[src/rtl/fa_with_ha_pkg.sv]
// Shared constants and types for the registered half-adder ripple-carry adder.
// Optional build macro handled elsewhere: FA_WITH_HA_OVF_EN.
package fa_with_ha_pkg;

    localparam int FA_WITH_HA_MAX_WIDTH = 64;

    // Exact (WIDTH+1)-bit result; sum is sized for the widest legal adder.
    typedef struct packed {
        logic                            carry_out;
        logic [FA_WITH_HA_MAX_WIDTH-1:0] sum;
    } fa_result_t;

endpackage

[src/rtl/fa_with_ha_reg_if.sv]
// Operand/result bundle for fa_with_ha_reg; the master drives operands.
// FA_WITH_HA_OVF_EN adds the registered signed-overflow flag.
interface fa_with_ha_reg_if #(
    parameter int WIDTH = 1
) ();

    logic             in_valid;
    logic [WIDTH-1:0] a;
    logic [WIDTH-1:0] b;
    logic             carry_in;
    logic             out_valid;
    logic [WIDTH-1:0] sum;
    logic             carry_out;
`ifdef FA_WITH_HA_OVF_EN
    logic             overflow;
`endif

    modport master (
        output in_valid, a, b, carry_in,
        input  out_valid, sum, carry_out
`ifdef FA_WITH_HA_OVF_EN
        , input overflow
`endif
    );

    modport slave (
        input  in_valid, a, b, carry_in,
        output out_valid, sum, carry_out
`ifdef FA_WITH_HA_OVF_EN
        , output overflow
`endif
    );

endinterface

[src/rtl/fa_with_ha_reg_ha_cell.sv]
// Combinational half adder: the leaf cell of every full-adder bit.
module ha_cell (
    input  logic x,
    input  logic y,
    output logic s,
    output logic c
);

    assign s = x ^ y;
    assign c = x & y;

endmodule

[src/rtl/fa_with_ha_reg.sv]
// Ripple-carry adder of WIDTH full adders (two ha_cells + OR each), result registered.
// Build with FA_WITH_HA_OVF_EN to add the registered two's-complement overflow output.
module fa_with_ha_reg
    import fa_with_ha_pkg::*;
#(
    parameter int WIDTH = 1   // legal range 1..FA_WITH_HA_MAX_WIDTH
) (
    input  logic              clk,
    input  logic              rst,
    fa_with_ha_reg_if.slave   bus
);

    logic [WIDTH:0]   carry_chain;
    logic [WIDTH-1:0] sum_next;
    logic [WIDTH-1:0] sum_reg;
    logic             carry_out_reg;
    logic             out_valid_reg;

    assign carry_chain[0] = bus.carry_in;

    generate
        for (genvar gi = 0; gi < WIDTH; gi++) begin : g_bit
            logic p;
            logic g;
            logic t;

            ha_cell u_ha1 (
                .x (bus.a[gi]),
                .y (bus.b[gi]),
                .s (p),
                .c (g)
            );

            ha_cell u_ha2 (
                .x (p),
                .y (carry_chain[gi]),
                .s (sum_next[gi]),
                .c (t)
            );

            assign carry_chain[gi+1] = g | t;
        end
    endgenerate

    // Results load only on accepted operands, so idle-cycle inputs never reach the outputs.
    always_ff @(posedge clk or posedge rst) begin
        if (rst) begin
            sum_reg       <= '0;
            carry_out_reg <= 1'b0;
            out_valid_reg <= 1'b0;
        end else begin
            out_valid_reg <= bus.in_valid;
            if (bus.in_valid) begin
                sum_reg       <= sum_next;
                carry_out_reg <= carry_chain[WIDTH];
            end
        end
    end

    assign bus.sum       = sum_reg;
    assign bus.carry_out = carry_out_reg;
    assign bus.out_valid = out_valid_reg;

`ifdef FA_WITH_HA_OVF_EN
    logic overflow_reg;

    // Signed overflow: carry into the MSB differs from carry out of it.
    always_ff @(posedge clk or posedge rst) begin
        if (rst) begin
            overflow_reg <= 1'b0;
        end else if (bus.in_valid) begin
            overflow_reg <= carry_chain[WIDTH] ^ carry_chain[WIDTH-1];
        end
    end

    assign bus.overflow = overflow_reg;
`endif

endmodule

[src/flat_wrapper.sv]
// flat-port wrapper written by rule: the top's interface ports become plain ports
module fa_with_ha_reg_flat import fa_with_ha_pkg::*;
#(
    parameter int WIDTH = 1                                         
)
  (clk, rst, bus_in_valid, bus_a, bus_b, bus_carry_in, bus_out_valid, bus_sum, bus_carry_out);
  fa_with_ha_reg_if #(.WIDTH(WIDTH)) bus_i ();
  input  logic clk;
  input  logic rst;
  input wire logic [$bits(bus_i.in_valid)-1:0] bus_in_valid;
  input wire logic [$bits(bus_i.a)-1:0] bus_a;
  input wire logic [$bits(bus_i.b)-1:0] bus_b;
  input wire logic [$bits(bus_i.carry_in)-1:0] bus_carry_in;
  output wire logic [$bits(bus_i.out_valid)-1:0] bus_out_valid;
  output wire logic [$bits(bus_i.sum)-1:0] bus_sum;
  output wire logic [$bits(bus_i.carry_out)-1:0] bus_carry_out;
  assign bus_i.in_valid = bus_in_valid;
  assign bus_i.a = bus_a;
  assign bus_i.b = bus_b;
  assign bus_i.carry_in = bus_carry_in;
  assign bus_out_valid = bus_i.out_valid;
  assign bus_sum = bus_i.sum;
  assign bus_carry_out = bus_i.carry_out;
  fa_with_ha_reg #(.WIDTH(WIDTH)) u_core (.clk(clk), .rst(rst), .bus(bus_i));
endmodule
[config.mk]
export PLATFORM = sky130hd
export DESIGN_NAME = fa_with_ha_reg_flat
export DESIGN_NICKNAME = d
export VERILOG_FILES = /design/src/rtl/fa_with_ha_pkg.sv /design/src/rtl/fa_with_ha_reg_if.sv /design/src/rtl/fa_with_ha_reg_ha_cell.sv /design/src/rtl/fa_with_ha_reg.sv /design/src/flat_wrapper.sv
export SDC_FILE = /design/constraint.sdc
export NUM_CORES = 1
export LEC_CHECK = 0
export ABC_AREA = 0
export BUFFER_PORTS_ARGS = -buffer_cell sky130_fd_sc_hd__buf_2
export CORE_AREA = 3 3 40 42
export DETAILED_ROUTE_END_ITERATION = 10
export DIE_AREA = 0 0 43 45
export PLACE_DENSITY = 0.32
export SYNTH_ARGS = -nofsm -noshare
export SYNTH_HDL_FRONTEND = slang
export SYNTH_SLANG_ARGS = --single-unit
[constraint.sdc]
create_clock -name clk -period 1.3 [get_ports clk]
set_input_delay 0.065 -clock clk [delete_from_list [all_inputs] [get_ports clk]]
set_output_delay 0.065 -clock clk [all_outputs]
set_load 0.05 [all_outputs]
# --- Yosys cells after proc, flatten, opt, wreduce, memory -nomap -nowiden ---
# Cells that the tools add are included.
# W data, S select, Z words.
word_totals:
  register_bits: 3
  in_bits: 6
  wordCells: 8
  out_inout_bits: 3
classes:
  n_bitwise: 5
op_table:
  columns: ["operator", "count"]
  rows:
  - ["$and A1 B1 Y1", 2]
  - ["$xor A1 B1 Y1", 2]
  - ["$or A1 B1 Y1", 1]

# --- Logic depth before layout (Yosys ltp) ---
# Gate-level depths: netlist of the first run.
logic_depth:
  word_depth: 3
  mapped_depth: 2
  depth_no_buf: 2

# --- Cells and area by module ---
# A second synthesis of the first run with hierarchy kept.
unflattened:
  cells_unflattened: 10
  hier_area_um2: 131.4
modules_own_cells:
  columns: ["module", "seq_area_each_um2", "cells_each", "area_per_inst_um2", "n_inst"]
  rows:
  - ["fa_with_ha_reg", 75.1, 8, 106.4, 1]
  - ["ha_cell", 0.0, 1, 12.5, 2]

# --- Worst setup path after synthesis of the first run ---
# OpenSTA, ideal clock, no wires.
synth_timing:
  path_type: "reg-to-reg"
  startpoint: "reg u_core.bus.carry_out (netlist name)"
  endpoint: "reg u_core.carry_out_reg, in the netlist u_core.bus.carry_out"
  required_time_ps: 1175
  period_less_slack_ps: 988
  setup_slack_ps: 312
  stages_incl_launch_ff: 2
  setup_time_ps: 125
  arrival_ps: 863
  path_buffers: 0
  path_cell_list: "dfrtp_1 > mux2_2"
synth_rtl:
  columns: ["item", "line_no", "text"]
  rows:
  - ["end signal: assignment", "fa_with_ha_reg.sv:55", "carry_out_reg <= carry_chain[WIDTH];"]
  - ["end: declaration", "fa_with_ha_reg.sv:16", "logic carry_out_reg;"]

# --- Worst setup path in the final report of the first run ---
layout_timing:
  startpoint: "in bus_in_valid"
  endpoint: "reg u_core.carry_out_reg, in the netlist u_core.bus.carry_out"
layout_rtl:
  columns: ["item", "line_no", "text"]
  rows:
  - ["start: declaration", "flat_wrapper.sv:10", "input wire logic [$bits(bus_i.in_valid)-1:0] bus_in_valid;"]
# No word-level cell between the ends.

==> key figures, run 1 <==
Status
  • Outcome: completed

Synthesis
  • Post-Syn Nets: 14
  • Most common cell in the synthesized netlist: dfrtp_1
  • Post-synth top area share: 61.9%
  • EDFF count, synth: 0
  • Avg Inst Size Synth: 17.3 um2
  • Synth Area in Compound Gates: 0%
  • Asr flop ratio synth: 100%
  • Top post-synthesis cells by area: dfrtp_1, mux2_2, fa_1, inv_1
  • Post-Syn Instances: 7
  • Area leader, netlist: dfrtp_1
  • Mapped Area: 121 um2
  • Ys flop type: dfrtp_1
  • Synth unique cells: 4
  • Yosys warnings: 0
  • Sequential cell area fraction in the yosys report: 61.9%
  • Main combinational cell family by area after synthesis: multiplexers
  • Seq cells post-synth: 3
  • Post-Synth Adder-Cell Area: 16.5%
  • Xor and xnor area share after synthesis: 0%
  • Multiplexer share of the synthesized area: 18.6%
  • Commonest cells in the netlist: dfrtp_1, mux2_2, fa_1, inv_1
  • Post-Synth Simple-Gate Area: 0%

Detailed routing
  • Wire per inst: 8.33 um
  • Drt drc: 0
  • Sum of routed wire segments on met1: 128 um
  • ANT nets after route: 0
  • Via count: 109
  • Initial DRT Pass Iterations: 2
  • Post-Route WL: 300 um
  • Highest metal used: met4
  • DR vias/cell: 3.03
  • WL met2: 102 um
  • Met3 wire length: 63 um
  • Starting DRT DRC Count: 1

Placed design
  • Dpl ws: 0.279 ns
  • Gp weighted congestion: 0.700
  • I/O Buffers: 8

STA
  • PnR worst setup slack: 0.370 ns
  • Worst-Margin Slew: 0.256 ns
  • Worst clock skew: 0 ns
  • RSZ-0062 raised after global routing: false
  • Slew Limit Fails: 0
  • Worst rel slew slack: 83.1%
  • Setup TNS: 0 ns
  • Minimum clock period: 0.930 ns
  • Final Hold Fails: 0
  • Setup violations, final: 0
  • Period utilization: 71.5%
  • Peak Freq: 1.08 GHz

Worst setup path
  • Required time worst endpoint: 1.41 ns
  • Worst path bufs/invs: 2
  • Crit end category: flip-flop
  • WP data arrival: 1.04 ns
  • Slowest cell on crit path: dlygate4sd3_1
  • Reg2reg end: u_core.bus.carry_out$_DFFE_PP0P_
  • Crit path cell chain: dlygate4sd3_1 > buf_2 > mux2_2
  • Worst Setup Start Kind: input pin
  • CP max FO: 3
  • CP delay by family, top: buffers and inverters
  • Largest incremental delay on the critical path: 0.51 ns
  • Reg2Reg Setup Slack: 0.56 ns
  • Worst reg2reg path depth: 1
  • FF-to-FF Start: u_core.bus.carry_out$_DFFE_PP0P_
  • Crit Path Category: input pin to flip-flop

Clock tree
  • Postcts setup bufs: 0
  • TritonCTS sink count: 3
  • CTS H-tree depth: 1
  • Clock transition at path regs: 0.04 ns
  • Clock latency on the worst-skew pair: 0.23 ns
  • CTS root buf: clkbuf_4
  • Max clock buf depth: 2
  • CTS Buf Count: 3
  • CTS tree: built

Hold path
  • Min-Delay Endpoint: u_core.bus.carry_out$_DFFE_PP0P_
  • Hold crit path type: input pin to flip-flop
  • Hold Path Cell Cnt: 3
  • Hold Path Origin: bus_a

Final layout
  • ANT cells: 0
  • Register area: 75.1 um2
  • Layout cell share with drive strength beyond 1: 61.9%
  • Nets: 29
  • Area grow syn2layout: 86.6%
  • Multi-input logic area: 42.5 um2
  • Filler Cell Count: 142

Pwr
  • P_leak: 0.110 nW
  • Maximum VDD drop: 0.358 mV
  • Pwr dens: 1590 nW/um2

Global route
  • Grt ovf: 0
  • Largest net degree at the start of global routing: 4
  • Initial antenna violation count: 0
  • First-pass GRT wire length: 572 um
  • Vias in the first global route: 123
  • Gr usage total: 4.85%

Run
  • Max cap viols: 0

Die
  • Die Y: 45 um
  • Ports: 9
  • Full die area: 1940 um2
  • Std-Cell Rows: 13
  • Chip width: 43 um
  • Core Area: 1280 um2
  • Starting Density: 9.44%
-- tightest hold or removal path, stage by stage --
cell and delay [ns]:
buf_2 0.08, fa_1 0.14, mux2_2 0.14
-- cell families after synthesis --
kind of cell  count (synthesis)
mux                           2
fa+ha+maj                     1
flops                         3
buf+inv                       1
-- layout make-up --
| type | instances | share of cell area, % |
|---|---|---|
| Clock buffer | 4 | 11.6 |
| Sequential cell | 3 | 33.1 |
| Timing Repair Buffer | 10 | 26.5 |
| Multi-Input combinational cell | 3 | 18.8 |
| Tap cell | 15 | 8.29 |
| Inverter | 1 | 1.66 |
-- metal layers --
| layer | global-route usage [%] | up-vias |
|---|---|---|
| met3 | 5.98 | 2 |
| met2 | 4.79 | 9 |
| met5 | 0 | - |
| li1 | - | 50 |
| met4 | 5.42 | 0 |
| met1 | 4.39 | 48 |
-- through the flow --
stage | area (um2) | power [mW] | instances | util (%) | hold WS (ns)
floorplan | 121 | 0.168 | 7 | - | -0.181
global placement | 180 | 0.193 | 30 | 14.0 | -0.0684
detailed placement | 180 | 0.195 | 30 | 14.0 | -0.0609
CTS | 226 | 0.372 | 36 | 17.6 | 0.224
global route | 226 | 0.387 | 36 | 17.6 | 0.246
finish | 226 | 0.359 | 36 | 17.6 | 0.232
-- worst max-delay path by stage --
stage | start | cells past startpoint | endpoint | slack [ns]
after floorplan | u_core.bus.carry_out$_DFFE_PP0P_ | 1 | u_core.bus.carry_out$_DFFE_PP0P_ | 0.31
after global placement | bus_carry_in | 3 | u_core.bus.sum$_DFFE_PP0P_ | 0.27
after detailed placement | bus_carry_in | 3 | u_core.bus.sum$_DFFE_PP0P_ | 0.28
after CTS | bus_in_valid | 3 | u_core.bus.carry_out$_DFFE_PP0P_ | 0.38
after global routing | bus_in_valid | 3 | u_core.bus.carry_out$_DFFE_PP0P_ | 0.34
final | bus_in_valid | 3 | u_core.bus.carry_out$_DFFE_PP0P_ | 0.37
-- power by group --
group	internal [mW]	switching [mW]
Combinational	0.0278	0.0592
Sequential	0.106	0.00454
Clock	0.115	0.0471
Total	0.248	0.111
-- cell usage in the layout (no fill, tap or decap) --
master / synthesis / routed
buf_2: 0 / 8
clkbuf_4: 0 / 3
dfrtp_1: 3 / 3
mux2_2: 2 / 2
dlygate4sd3_1: 0 / 2
inv_1: 1 / 1
fa_1: 1 / 1
clkbuf_1: 0 / 1
-- repair_timing --
action,4_1_cts,5_1_grt
resized for setup,0,0
hold buffers,2,0
hold endpoints to repair,4,0
(Power assumes the default switching activity.)
==> run 2: changes to the inputs <==
--- a/config.mk
+++ b/config.mk
@@ -5,7 +5,7 @@
 export SDC_FILE = /design/constraint.sdc
 export NUM_CORES = 1
 export LEC_CHECK = 0
-export ABC_AREA = 0
+export ABC_AREA = 1
 export BUFFER_PORTS_ARGS = -buffer_cell sky130_fd_sc_hd__buf_2
 export CORE_AREA = 3 3 40 42
 export DETAILED_ROUTE_END_ITERATION = 10
==> constraint.sdc (replaced) <==
create_clock -name clk -period 0.9 [get_ports clk]
set_input_delay 0.045 -clock clk [delete_from_list [all_inputs] [get_ports clk]]
set_output_delay 0.045 -clock clk [all_outputs]
set_load 0.05 [all_outputs]
==> run 2 against run 1 <==
Compared with the run above: wire length fell by 8.7%; global-route usage fell by 0.084 points; power rose by 39%; final area rose by 3.9%; clock skew did not move; count of clock-buffer cells in the layout did not move; flip-flop and latch count did not move; non-clock buffer count did not move; first-iteration DRC count fell by 100%.
==> key figures, run 2 <==
Detailed routing
  • Initial DRT Pass Iterations: 1
  • Post-Route WL: 274 um
  • DR vias/cell: 2.78
  • Drt drc: 0
  • Wire per inst: 6.68 um
  • ANT nets after route: 0
  • Starting DRT DRC Count: 0
  • Via count: 114

Pwr
  • Sw frac: 29.4%
  • Total power: 500 uW
  • Proportion of power drawn by combinational gates: 22.5%
  • Clock power frac: 46.2%
  • Pwr dens: 2130 nW/um2
  • Maximum VDD drop: 0.290 mV
  • Switching pwr: 147 uW
  • Sequential power share: 31.3%
  • Internal power: 353 uW
  • P_leak: 0.128 nW

Die
  • Chip width: 43 um
  • Starting Density: 9.74%
  • Std-Cell Rows: 13
  • Ports: 9
  • Full die area: 1940 um2
  • Core Area: 1280 um2
  • Die Y: 45 um

STA
  • Worst clock skew: 0 ns
  • PnR worst setup slack: 0.0405 ns
  • Worst rel slew slack: 83.4%
  • RSZ-0062 raised after global routing: false
  • Setup TNS: 0 ns
  • Period utilization: 95.5%
  • Final Hold Fails: 0
  • Peak Freq: 1.16 GHz
  • Minimum clock period: 0.859 ns
  • Slew Limit Fails: 0
  • Setup violations, final: 0
  • Worst-Margin Slew: 0.250 ns

Synthesis
  • Ys flop type: dfrtp_1
  • Area leader, netlist: dfrtp_1
  • Asr flop ratio synth: 100%
  • Post-synth top area share: 60.0%
  • Yosys warnings: 0
  • EDFF count, synth: 0
  • Mapped Area: 125 um2
  • Synth unique cells: 4
  • Seq cells post-synth: 3
  • Avg Inst Size Synth: 10.4 um2
  • Commonest cells in the netlist: nand2_1, dfrtp_1, inv_1
  • Post-Syn Nets: 19
  • Post-Syn Instances: 12
  • Most common cell in the synthesized netlist: nand2_1
  • Top post-synthesis cells by area: dfrtp_1, nand2_1, fa_1, inv_1
  • Sequential cell area fraction in the yosys report: 60.0%

Clock tree
  • CTS root buf: clkbuf_4
  • CTS Buf Count: 3
  • TritonCTS sink count: 3
  • CTS H-tree depth: 1
  • Clock latency on the worst-skew pair: 0.23 ns
  • CTS tree: built
  • Clock transition at path regs: 0.04 ns
  • Max clock buf depth: 2
  • Postcts setup bufs: 0

Final layout
  • Filler Cell Count: 147
  • Area grow syn2layout: 88.0%
  • Nets: 34
  • Layout cell share with drive strength beyond 1: 42.3%
  • Most frequent cells in the layout: nand2_1, buf_2, clkbuf_4
  • ANT cells: 0
  • Final core utilization: 18.3%

Worst setup path
  • Worst reg2reg path depth: 2
  • Worst Setup Start Kind: flip-flop
  • Crit end category: output pin
  • CP delay by family, top: flip-flops
  • WP data arrival: 0.81 ns
  • Crit Path Category: flip-flop to output pin
  • Worst path bufs/invs: 1
  • Crit path cell chain: clkbuf_4
  • Largest incremental delay on the critical path: 0.37 ns
  • Required time worst endpoint: 0.85 ns
  • Slowest cell on crit path: dfrtp_1
  • Critical path depth: 1
  • CP max FO: 2

Hold path
  • Hold crit path type: input pin to flip-flop
  • Hold Path Cell Cnt: 4

Run
  • Max cap viols: 0

Placed design
  • Gp weighted congestion: 0.717
  • Dpl ws: 0.0475 ns
  • I/O Buffers: 8

Status
  • Outcome: completed

Global route
  • First-pass GRT wire length: 552 um
  • Largest net degree at the start of global routing: 5
  • Gr usage total: 4.77%
  • Vias in the first global route: 146
  • Grt ovf: 0
  • Initial antenna violation count: 0
-- run 2: cell count changes in the layout (fill, tap and decap cells not counted), sizes merged --
cell / previous run / this run
buf: 8 / 6
clkbuf: 4 / 6
inv: 1 / 2
mux2: 2 / 0
nand2: 0 / 6
-- run 2: metal layers --
metal	GRT usage (%)	vias up	routed length, um
met5	0	-	0
met1	4.88	44	109
met2	4.49	9	95
li1	-	61	-
met4	7.23	0	0
met3	3.98	0	69
-- run 2: kinds of logic (layout without fill, tap and decap cells) --
family	after synthesis	in the layout	share of synthesized area [%]
and+or+nand+nor	6	6	18.0
buffers and inverters	2	16	6.00
DFF	3	3	60.0
adders and majority gates	1	1	16.0
-- run 2: metrics by stage --
| step | hold WS [ns] | cells | cell area (um2) |
|---|---|---|---|
| after global placement | -0.0927 | 35 | 184 |
| final | 0.183 | 41 | 235 |
| after detailed placement | -0.0867 | 35 | 184 |
| after global routing | 0.203 | 41 | 235 |
| after CTS | 0.176 | 41 | 230 |
| after floorplan | -0.201 | 12 | 125 |
-- run 2: final timing paths --
kind,start,end,slack [ns]
min in group asynchronous,rst,u_core.bus.carry_out$_DFFE_PP0P_,0.22
hold reg to reg,u_core.bus.carry_out$_DFFE_PP0P_,u_core.bus.carry_out$_DFFE_PP0P_,0.48
hold / removal,bus_a,u_core.bus.sum$_DFFE_PP0P_,0.18
setup reg to reg,u_core.bus.sum$_DFFE_PP0P_,u_core.bus.sum$_DFFE_PP0P_,0.31
setup / recovery,u_core.bus.carry_out$_DFFE_PP0P_,bus_carry_out,0.04
max in group asynchronous,rst,u_core.bus.sum$_DFFE_PP0P_,0.56
-- run 2: power by group through the flow --
stage,Sequential (mW),Clock (mW),Combinational [mW]
after floorplan,0.208,0,0.0181
after global placement,0.157,0,0.101
after detailed placement,0.158,0,0.102
after CTS,0.156,0.247,0.108
after global routing,0.159,0.253,0.125
final,0.157,0.231,0.112
-- run 2: timing repair --
action / CTS / global route
resized for setup: 0 / 2
hold buffers: 2 / 0
endpoints found under the hold margin: 4 / 0
setup endpoints to repair: 0 / 2
-- run 2: area by class of cell --
type	count	area, um2	share of cell area [%]
Clock buffer	4	26.3	11.2
Timing Repair Buffer	10	65.1	27.7
Tap cell	15	18.8	7.98
Multi-Input combinational cell	7	42.5	18.1
Sequential cell	3	75.1	31.9
Inverter	2	7.51	3.19
